## config.mk

```make
export PLATFORM = sky130hd
export DESIGN_NAME = prod_accumulator_flat
export DESIGN_NICKNAME = d
export VERILOG_FILES = /design/src/rtl/prod_accumulator_if.sv /design/src/rtl/prod_accumulator.sv /design/src/flat_wrapper.sv
export SDC_FILE = /design/constraint.sdc
export NUM_CORES = 1
export LEC_CHECK = 0
export CORE_MARGIN = 8
export CORE_UTILIZATION = 53
export DETAILED_ROUTE_END_ITERATION = 12
export PLACE_DENSITY = 0.82
export SETUP_SLACK_MARGIN = 0.15
export SYNTH_ARGS = -nofsm -noshare
export SYNTH_HDL_FRONTEND = slang
export SYNTH_SLANG_ARGS = --single-unit
```

## constraint.sdc

```tcl
create_clock -name clk -period 3.75 [get_ports clk]
set_input_delay 0.375 -clock clk [delete_from_list [all_inputs] [get_ports clk]]
set_output_delay 0.375 -clock clk [all_outputs]
set_load 0.005 [all_outputs]
```

## src/rtl/prod_accumulator_if.sv

```systemverilog
// Stream bundle between the multiplier, the product accumulator and its consumer.
// The master side drives products and accepts sums; the slave side is the accumulator.
interface prod_accumulator_if #(
  parameter int PW = 32,
  parameter int AW = 40
);
  logic [PW-1:0] prod;
  logic          in_valid;
  logic          in_ready;
  logic          clear;
  logic [AW-1:0] sum;
  logic          ovf;
  logic          out_valid;
  logic          out_ready;
  logic [7:0]    count;

  modport master (
    output prod, in_valid, clear, out_ready,
    input  in_ready, sum, ovf, out_valid, count
  );

  modport slave (
    input  prod, in_valid, clear, out_ready,
    output in_ready, sum, ovf, out_valid, count
  );
endinterface

```

## src/rtl/prod_accumulator.sv

```systemverilog
// Sums LEN consecutive unsigned products into one saturating frame sum and holds it
// with a sticky overflow flag until the consumer takes it.
module prod_accumulator #(
  parameter int PW  = 32,
  parameter int AW  = 40,
  parameter int LEN = 4
) (
  input logic clk,
  input logic reset,
  prod_accumulator_if.slave bus
);
  typedef enum logic [1:0] {
    IDLE = 2'd0,
    ACC  = 2'd1,
    DONE = 2'd2
  } state_t;

  localparam logic [7:0] LEN_C = 8'(LEN);

  state_t        state, state_d;
  logic [AW-1:0] acc, acc_d;
  logic [7:0]    count, count_d;
  logic          ovf, ovf_d;
  logic [AW:0]   add_full;
  logic          beat_in;
  logic          beat_out;

  // One guard bit above the accumulator exposes the carry that triggers saturation.
  assign add_full = {1'b0, acc} + {{(AW + 1 - PW){1'b0}}, bus.prod};

  assign bus.in_ready  = (state != DONE) && !bus.clear;
  assign bus.out_valid = (state == DONE);
  assign bus.sum       = acc;
  assign bus.ovf       = ovf;
  assign bus.count     = count;

  assign beat_in  = bus.in_valid & bus.in_ready;
  assign beat_out = bus.out_valid & bus.out_ready;

  always_ff @(posedge clk or posedge reset) begin
    if (reset) begin
      state <= IDLE;
      acc   <= '0;
      count <= '0;
      ovf   <= 1'b0;
    end else begin
      state <= state_d;
      acc   <= acc_d;
      count <= count_d;
      ovf   <= ovf_d;
    end
  end

  // clear outranks everything, including an output beat completing in DONE.
  always_comb begin
    state_d = state;
    acc_d   = acc;
    count_d = count;
    ovf_d   = ovf;
    if (bus.clear) begin
      state_d = IDLE;
      acc_d   = '0;
      count_d = '0;
      ovf_d   = 1'b0;
    end else begin
      case (state)
        IDLE: begin
          if (beat_in) begin
            acc_d   = AW'(bus.prod);
            count_d = 8'd1;
            ovf_d   = 1'b0;
            state_d = (LEN_C == 8'd1) ? DONE : ACC;
          end
        end
        ACC: begin
          if (beat_in) begin
            count_d = count + 8'd1;
            if (add_full[AW]) begin
              acc_d = '1;
              ovf_d = 1'b1;
            end else begin
              acc_d = add_full[AW-1:0];
            end
            if (count_d == LEN_C) begin
              state_d = DONE;
            end
          end
        end
        DONE: begin
          if (beat_out) begin
            acc_d   = '0;
            count_d = '0;
            ovf_d   = 1'b0;
            state_d = IDLE;
          end
        end
        default: begin
          state_d = IDLE;
        end
      endcase
    end
  end
endmodule

```

## src/flat_wrapper.sv

```systemverilog
// flat-port wrapper written by rule: the top's interface ports become plain ports
module prod_accumulator_flat 
#(
  parameter int PW  = 32,
  parameter int AW  = 40,
  parameter int LEN = 4
)
  (clk, reset, bus_prod, bus_in_valid, bus_clear, bus_out_ready, bus_in_ready, bus_sum, bus_ovf, bus_out_valid, bus_count);
  prod_accumulator_if #(.PW(PW), .AW(AW)) bus_i ();
  input logic clk;
  input logic reset;
  input wire logic [$bits(bus_i.prod)-1:0] bus_prod;
  input wire logic [$bits(bus_i.in_valid)-1:0] bus_in_valid;
  input wire logic [$bits(bus_i.clear)-1:0] bus_clear;
  input wire logic [$bits(bus_i.out_ready)-1:0] bus_out_ready;
  output wire logic [$bits(bus_i.in_ready)-1:0] bus_in_ready;
  output wire logic [$bits(bus_i.sum)-1:0] bus_sum;
  output wire logic [$bits(bus_i.ovf)-1:0] bus_ovf;
  output wire logic [$bits(bus_i.out_valid)-1:0] bus_out_valid;
  output wire logic [$bits(bus_i.count)-1:0] bus_count;
  assign bus_i.prod = bus_prod;
  assign bus_i.in_valid = bus_in_valid;
  assign bus_i.clear = bus_clear;
  assign bus_i.out_ready = bus_out_ready;
  assign bus_in_ready = bus_i.in_ready;
  assign bus_sum = bus_i.sum;
  assign bus_ovf = bus_i.ovf;
  assign bus_out_valid = bus_i.out_valid;
  assign bus_count = bus_i.count;
  prod_accumulator #(.PW(PW), .AW(AW), .LEN(LEN)) u_core (.clk(clk), .reset(reset), .bus(bus_i));
endmodule
```

* Word level (Yosys, flattened, before mapping)
Index checks and enable logic that the tools add are counted.
** Cells by class
- Equality and inequality tests :: 9
- Add/subtract/negate cells :: 2
- Reductions and logical operators :: 7
- Bitwise logic cells :: 2
- Multiplexer cells :: 23
** Operators with widths (count)
- $mux W40 :: 5
- $pmux W40 S3 :: 1
- $add A40 B32 Y41 :: 1
- $mux W8 :: 4
- $pmux W8 S3 :: 1
- $ne A3 B2 Y1 const B :: 4
- $mux W2 :: 5
- $add A8 B1 Y8 const B :: 1
- $eq A8 B3 Y1 const B :: 1
- $reduce_and A4 Y1 :: 2
- $pmux W2 S3 :: 1
- $mux W1 :: 5
- $reduce_and A5 Y1 :: 1
- $reduce_bool A4 Y1 :: 1
- $ne A3 B3 Y1 const B :: 1
- $pmux W1 S3 :: 1
- $and A1 B1 Y1 :: 2
- $eq A2 B1 Y1 const B :: 1
- $eq A2 B2 Y1 const B :: 1
- $logic_not A2 Y1 :: 1
- $ne A2 B2 Y1 const B :: 1
- $logic_and A1 B1 Y1 :: 1
- $logic_not A1 Y1 :: 1
** Word-level totals
- Input bits :: 37
- Output and inout port bits :: 51
- Register bits :: 51

* Longest topological paths before layout
Gate-level depths: netlist of the first run.
- Depth in word-level cells :: 6
- Gate-level depth with buffers :: 11
- Mapped depth without buffers :: 10

* Worst setup path after synthesis of the first run
Ideal clock, no wire load.
- Path type :: register to register
- Start point :: register u_core.acc[0], in the netlist u_core.bus.sum[0]
- End point :: register u_core.acc[26], in the netlist u_core.bus.sum[26]
- Buffers on the path :: 1
- Setup slack :: 694 ps
- Library setup time :: 133 ps
- Cell stages (with the launch flop) :: 12
- Arrival time :: 2924 ps
- Cell sequence :: dfrtp_1 -> ha_1 -> fa_1 -> a211o_1 -> a2111oi_4 -> o311a_4 -> a211oi_2 -> o211a_1 -> o21ba_4 -> buf_6 -> a221oi_2 -> o31ai_1
** Between the ends
- Longest elaborated chain between the ends :: 5
** Ends and longest elaborated chain
- from (decl) :: RTL line prod_accumulator.sv:21 : logic [AW-1:0] acc, acc_d;
- from (signal assigned) :: RTL line prod_accumulator.sv:43 : acc <= '0;
- from (signal assigned) :: RTL line prod_accumulator.sv:48 : acc <= acc_d;
- $add A40 B32 Y41 :: RTL line prod_accumulator.sv:29 : assign add_full = {1'b0, acc} + {{(AW + 1 - PW){1'b0}}, bus.prod};
- $mux W40 :: RTL line prod_accumulator.sv:78 : if (add_full[AW]) begin
- $mux W40 :: RTL line prod_accumulator.sv:76 : if (beat_in) begin
- $pmux W40 S3 :: RTL line prod_accumulator.sv:66 : case (state)
- $mux W40 :: RTL line prod_accumulator.sv:60 : if (bus.clear) begin
Every way passes these cells. The select of a mux whose other input is x is not followed.
A chain may end at the register's enable or synchronous reset.

* Worst setup path in the final report of the first run
- Start point :: input bus_prod[0]
- End point :: register u_core.acc[27], in the netlist u_core.bus.sum[27]
** Between the ends
- Longest elaborated chain between the ends :: 5
** Ends and longest elaborated chain
- from (decl) :: RTL line flat_wrapper.sv:12 : input wire logic [$bits(bus_i.prod)-1:0] bus_prod;
- $add A40 B32 Y41 :: RTL line prod_accumulator.sv:29
- $mux W40 :: RTL line prod_accumulator.sv:78
- $mux W40 :: RTL line prod_accumulator.sv:76
- $pmux W40 S3 :: RTL line prod_accumulator.sv:66
- $mux W40 :: RTL line prod_accumulator.sv:60
Every way passes these cells. The select of a mux whose other input is x is not followed.

==> summary.md, run 1 <==
| Metric | Value |
|---|---|
| Max-cap violations | 0 |
| Pwr dens | 584 nW/µm² |
| EDFF count, synth | 0 |
| Synth Flop Type | dfrtp_1 |
| Vias in the first global route | roughly 4600 |
| Post-DP Area | roughly 5400 µm² |
| Startpoint Class | primary input |
| Fin util | 67.8% |
| Flop-to-flop setup slack | 420 ps |
| Worst vdd ir | 0.293 mV |
| Vias | 4677 |
| Met1 usage | between 20% and 30% |
| CP endpoint kind | flop |
| Starting Density | 54.3% |
| Max-slew headroom | about half |
| GRT met2 Usage | 39.4% |
| Pre-CTS setup slack | -27.1 ps |
| DIE AREA | 11500 µm² |
| Syn Std Cell Area | 4420 µm² |
| Status | finished clean |
| Leak | 2.48 nW |
| Final ANT Viol Nets | 0 |
| Die H | 107 µm |
| Top Usage Layer GRT | met2 |
| RSZ-0062 raised after global routing | false |
| Most frequent cells in the layout | clkdlybuf4s50_1 (87), nand2_1 (62), nand3_1 (59) |
| CP Data Required Time | a little under 4000 ps |
| Worst hold path class | primary input to asynchronous set/reset pin |
| Post-route cell area | 5520 µm² |
| Post-Syn Nets | 631 |
| Synth top area cells | dfrtp_1 (29%), ha_1 (10%), nand3_1 (6.7%) |
| Post-DP HPWL | 9.91 mm |
| Core Area | 8130 µm² |
| Largest net degree at the start of global routing | 34 |
| Hold slack | 499 ps |
| Design Power | 3.22 mW |
| Area Overhead vs Synth | 24.8% |
| Crit-path cells | clkdlybuf4s50_1 > ha_1 > fa_1 > a211o_1 > a2111oi_4 > o311a_4 > a211oi_2 > o211a_1 > o21ba_4 > o21ai_0 > nand3_1 |
| All-Layer GR Usage | 23.0% |
| Crit Path Class | primary input to flop |
| Port Buffer Count | 87 |
| Drt wl/cell | 18.1 µm |
| Leading cell type in the layout, fill and taps excluded | clkdlybuf4s50_1 |
| Hold Vio Cnt, Final | 0 |
| Gr ovfl total | 0 |
| Fmax | ~300 MHz |
| Register area share after synthesis | between 20% and 30% |
| Diode count | 0 |
| CTS Root Cell | clkbuf_8 |
| Chip width | between 100 and 150 µm |
| Share of layout cells above drive strength 1 | 5.51% |
| Skew-Pair Late Insertion Delay | ~320 ps |
| Syn avg cell area | 7.95 µm² |
| Min cycle time layout | 3400 ps |
| Syn Inst Count | 556 |
| GPL Wtd Cong | 0.958 |
| Initial antenna violation count | 0 |
| Area leader, netlist | dfrtp_1 |
| CTS tree | yes |
| Hold Buf Count CTS | 0 |
| Postcts setup bufs | 0 |
| # IOs | 88 |
| Htree depth | 2 |
| Number of synthesis warnings | 0 |
| Worst Path Max Fanout | 32 |
| Post-synth ARST share | 100% |
| First-pass GRT wire length | 22.1 mm |
| Clock Skews | 13.7 ps |
| Final period utilization | 90.7% |
| Nets | 709 |
| Post-synthesis cell type count | 66 |
| Drt total wl | 13.4 mm |
| Initial detailed-routing violation count | 384 |
| Max incr delay on CP | 440 ps |
| #FFs+latches synth | 51 |
| Setup-failing EPs final | 0 |
| Setup ws final | 349 ps |
| Synth top area share | between 20% and 30% |
| Vias per cell | 6.32 |
| Pre-Repair DR Iteration Count | 7 |
| Slowest CP cell | fa_1 |
| Rows | 33 |
| Clock sink count | 51 |
| Clock tree buffer depth | 2 |
| Met3 usage | 3.59% |
| Measured slew at the worst slew-check pin | 750 ps |
| Arrival @ worst endpoint | around 3600 ps |
| Slew Limit Fails | 0 |
| CTS buffer count | 5 |
| CTS clk-pin slew, worst paths | 110 ps |
| Residual DRC | 0 |
-- per-layer routing --
| metal | vias to the layer above | share of wire (%) |
|---|---|---|
| li1 | 2218 | - |
| met1 | 2239 | 43 |
| met2 | 204 | 48 |
| met3 | 16 | 7.4 |
| met4 | 0 | 1.4 |
| met5 | - | 0 |
-- Yosys cell counts, types with 3 or more instances --
| cell type | number |
|---|---|
| o21a_1 | 4 |
| nor2_1 | 34 |
| a211oi_1 | 6 |
| dfrtp_1 | 51 |
| nand2_1 | 63 |
| clkbuf_1 | 24 |
| a21oi_1 | 41 |
| and3_1 | 17 |
| o31ai_1 | 7 |
| and2_1 | 3 |
| nor2b_1 | 5 |
| nand4_1 | 9 |
| nand2b_1 | 5 |
| nand3_1 | 59 |
| xor2_1 | 10 |
| o21ai_0 | 55 |
| ha_1 | 37 |
| a31oi_1 | 7 |
| o21bai_1 | 6 |
| o21ai_1 | 6 |
| o211ai_1 | 6 |
| buf_2 | 3 |
| inv_1 | 12 |
| a21o_1 | 20 |
| xnor2_1 | 15 |
-- cell families (layout without fill, tap and decap cells) --
family,count (synthesis),after routing,share of synthesized area [%]
xor gates and xnor gates,25,25,4.95
buffers and inverters,41,120,3.74
DFF,51,51,28.9
AOI/OAI and AO/OA,189,189,28.1
and+or+nand+nor,211,211,23.2
adders and majority gates,38,38,10.9
muxes,1,1,0.255
-- critical path: cells and delay by family --
kind	cells	cell delay, ps
AO/OA/AOI/OAI	7	1980
adder cells (fa/ha/maj)	2	680
buffers and inverters	1	430
AND/OR/NAND/NOR	1	130
-- layout make-up --
class | instances | area [µm²]
multi-input cells | 464 | 3000
fillers | 691 | 2620
flip-flops and latches | 51 | 1280
repair buffers | 100 | 968
well taps | 105 | 131
clock buffers | 5 | 68.8
inverters | 12 | 45.0
clock inverters | 3 | 28.8
-- worst paths after layout --
kind,cells past startpoint,startpoint,endpoint
setup / recovery,11,bus_prod[0],u_core.bus.sum[27]
hold / removal,2,reset,u_core.bus.sum[2]
setup reg to reg,10,u_core.bus.sum[0],u_core.bus.sum[27]
hold reg to reg,2,u_core.bus.sum[14],u_core.bus.sum[14]
max in group asynchronous,3,reset,u_core.state[0]
min in group clk,2,u_core.bus.sum[14],u_core.bus.sum[14]
-- per-stage QoR --
stage	std cells	TNS (ps)
final	740	0
after global routing	740	0
after CTS	740	0
after detailed placement	732	-94.2
after global placement	732	0
after floorplan	556	0
-- registers in the layout (all words and copies together) (netlist names) --
register and flops:
u_core.bus.ovf 1, u_core.state 2, u_core.bus.count 8, u_core.bus.sum 40
-- power by group --
| part | switching [mW] | internal, mW |
|---|---|---|
| clock | 0.223 | 0.139 |
| combinational | 1.15 | 0.915 |
| sequential | 0.116 | 0.678 |
| total | 1.49 | 1.73 |
-- timing repair --
action	CTS	global route
setup endpoints to repair	0	4
resized for setup	0	1
endpoints found under the hold margin	0	0
No activity file was read; power rests on OpenSTA's default activity.
==> run 2, diff against run 1 <==
- SKIP_LAST_GASP: not set -> 1
==> results of run 2 <==
No change in the layout: final DEF, timing and power equal those of run 1.
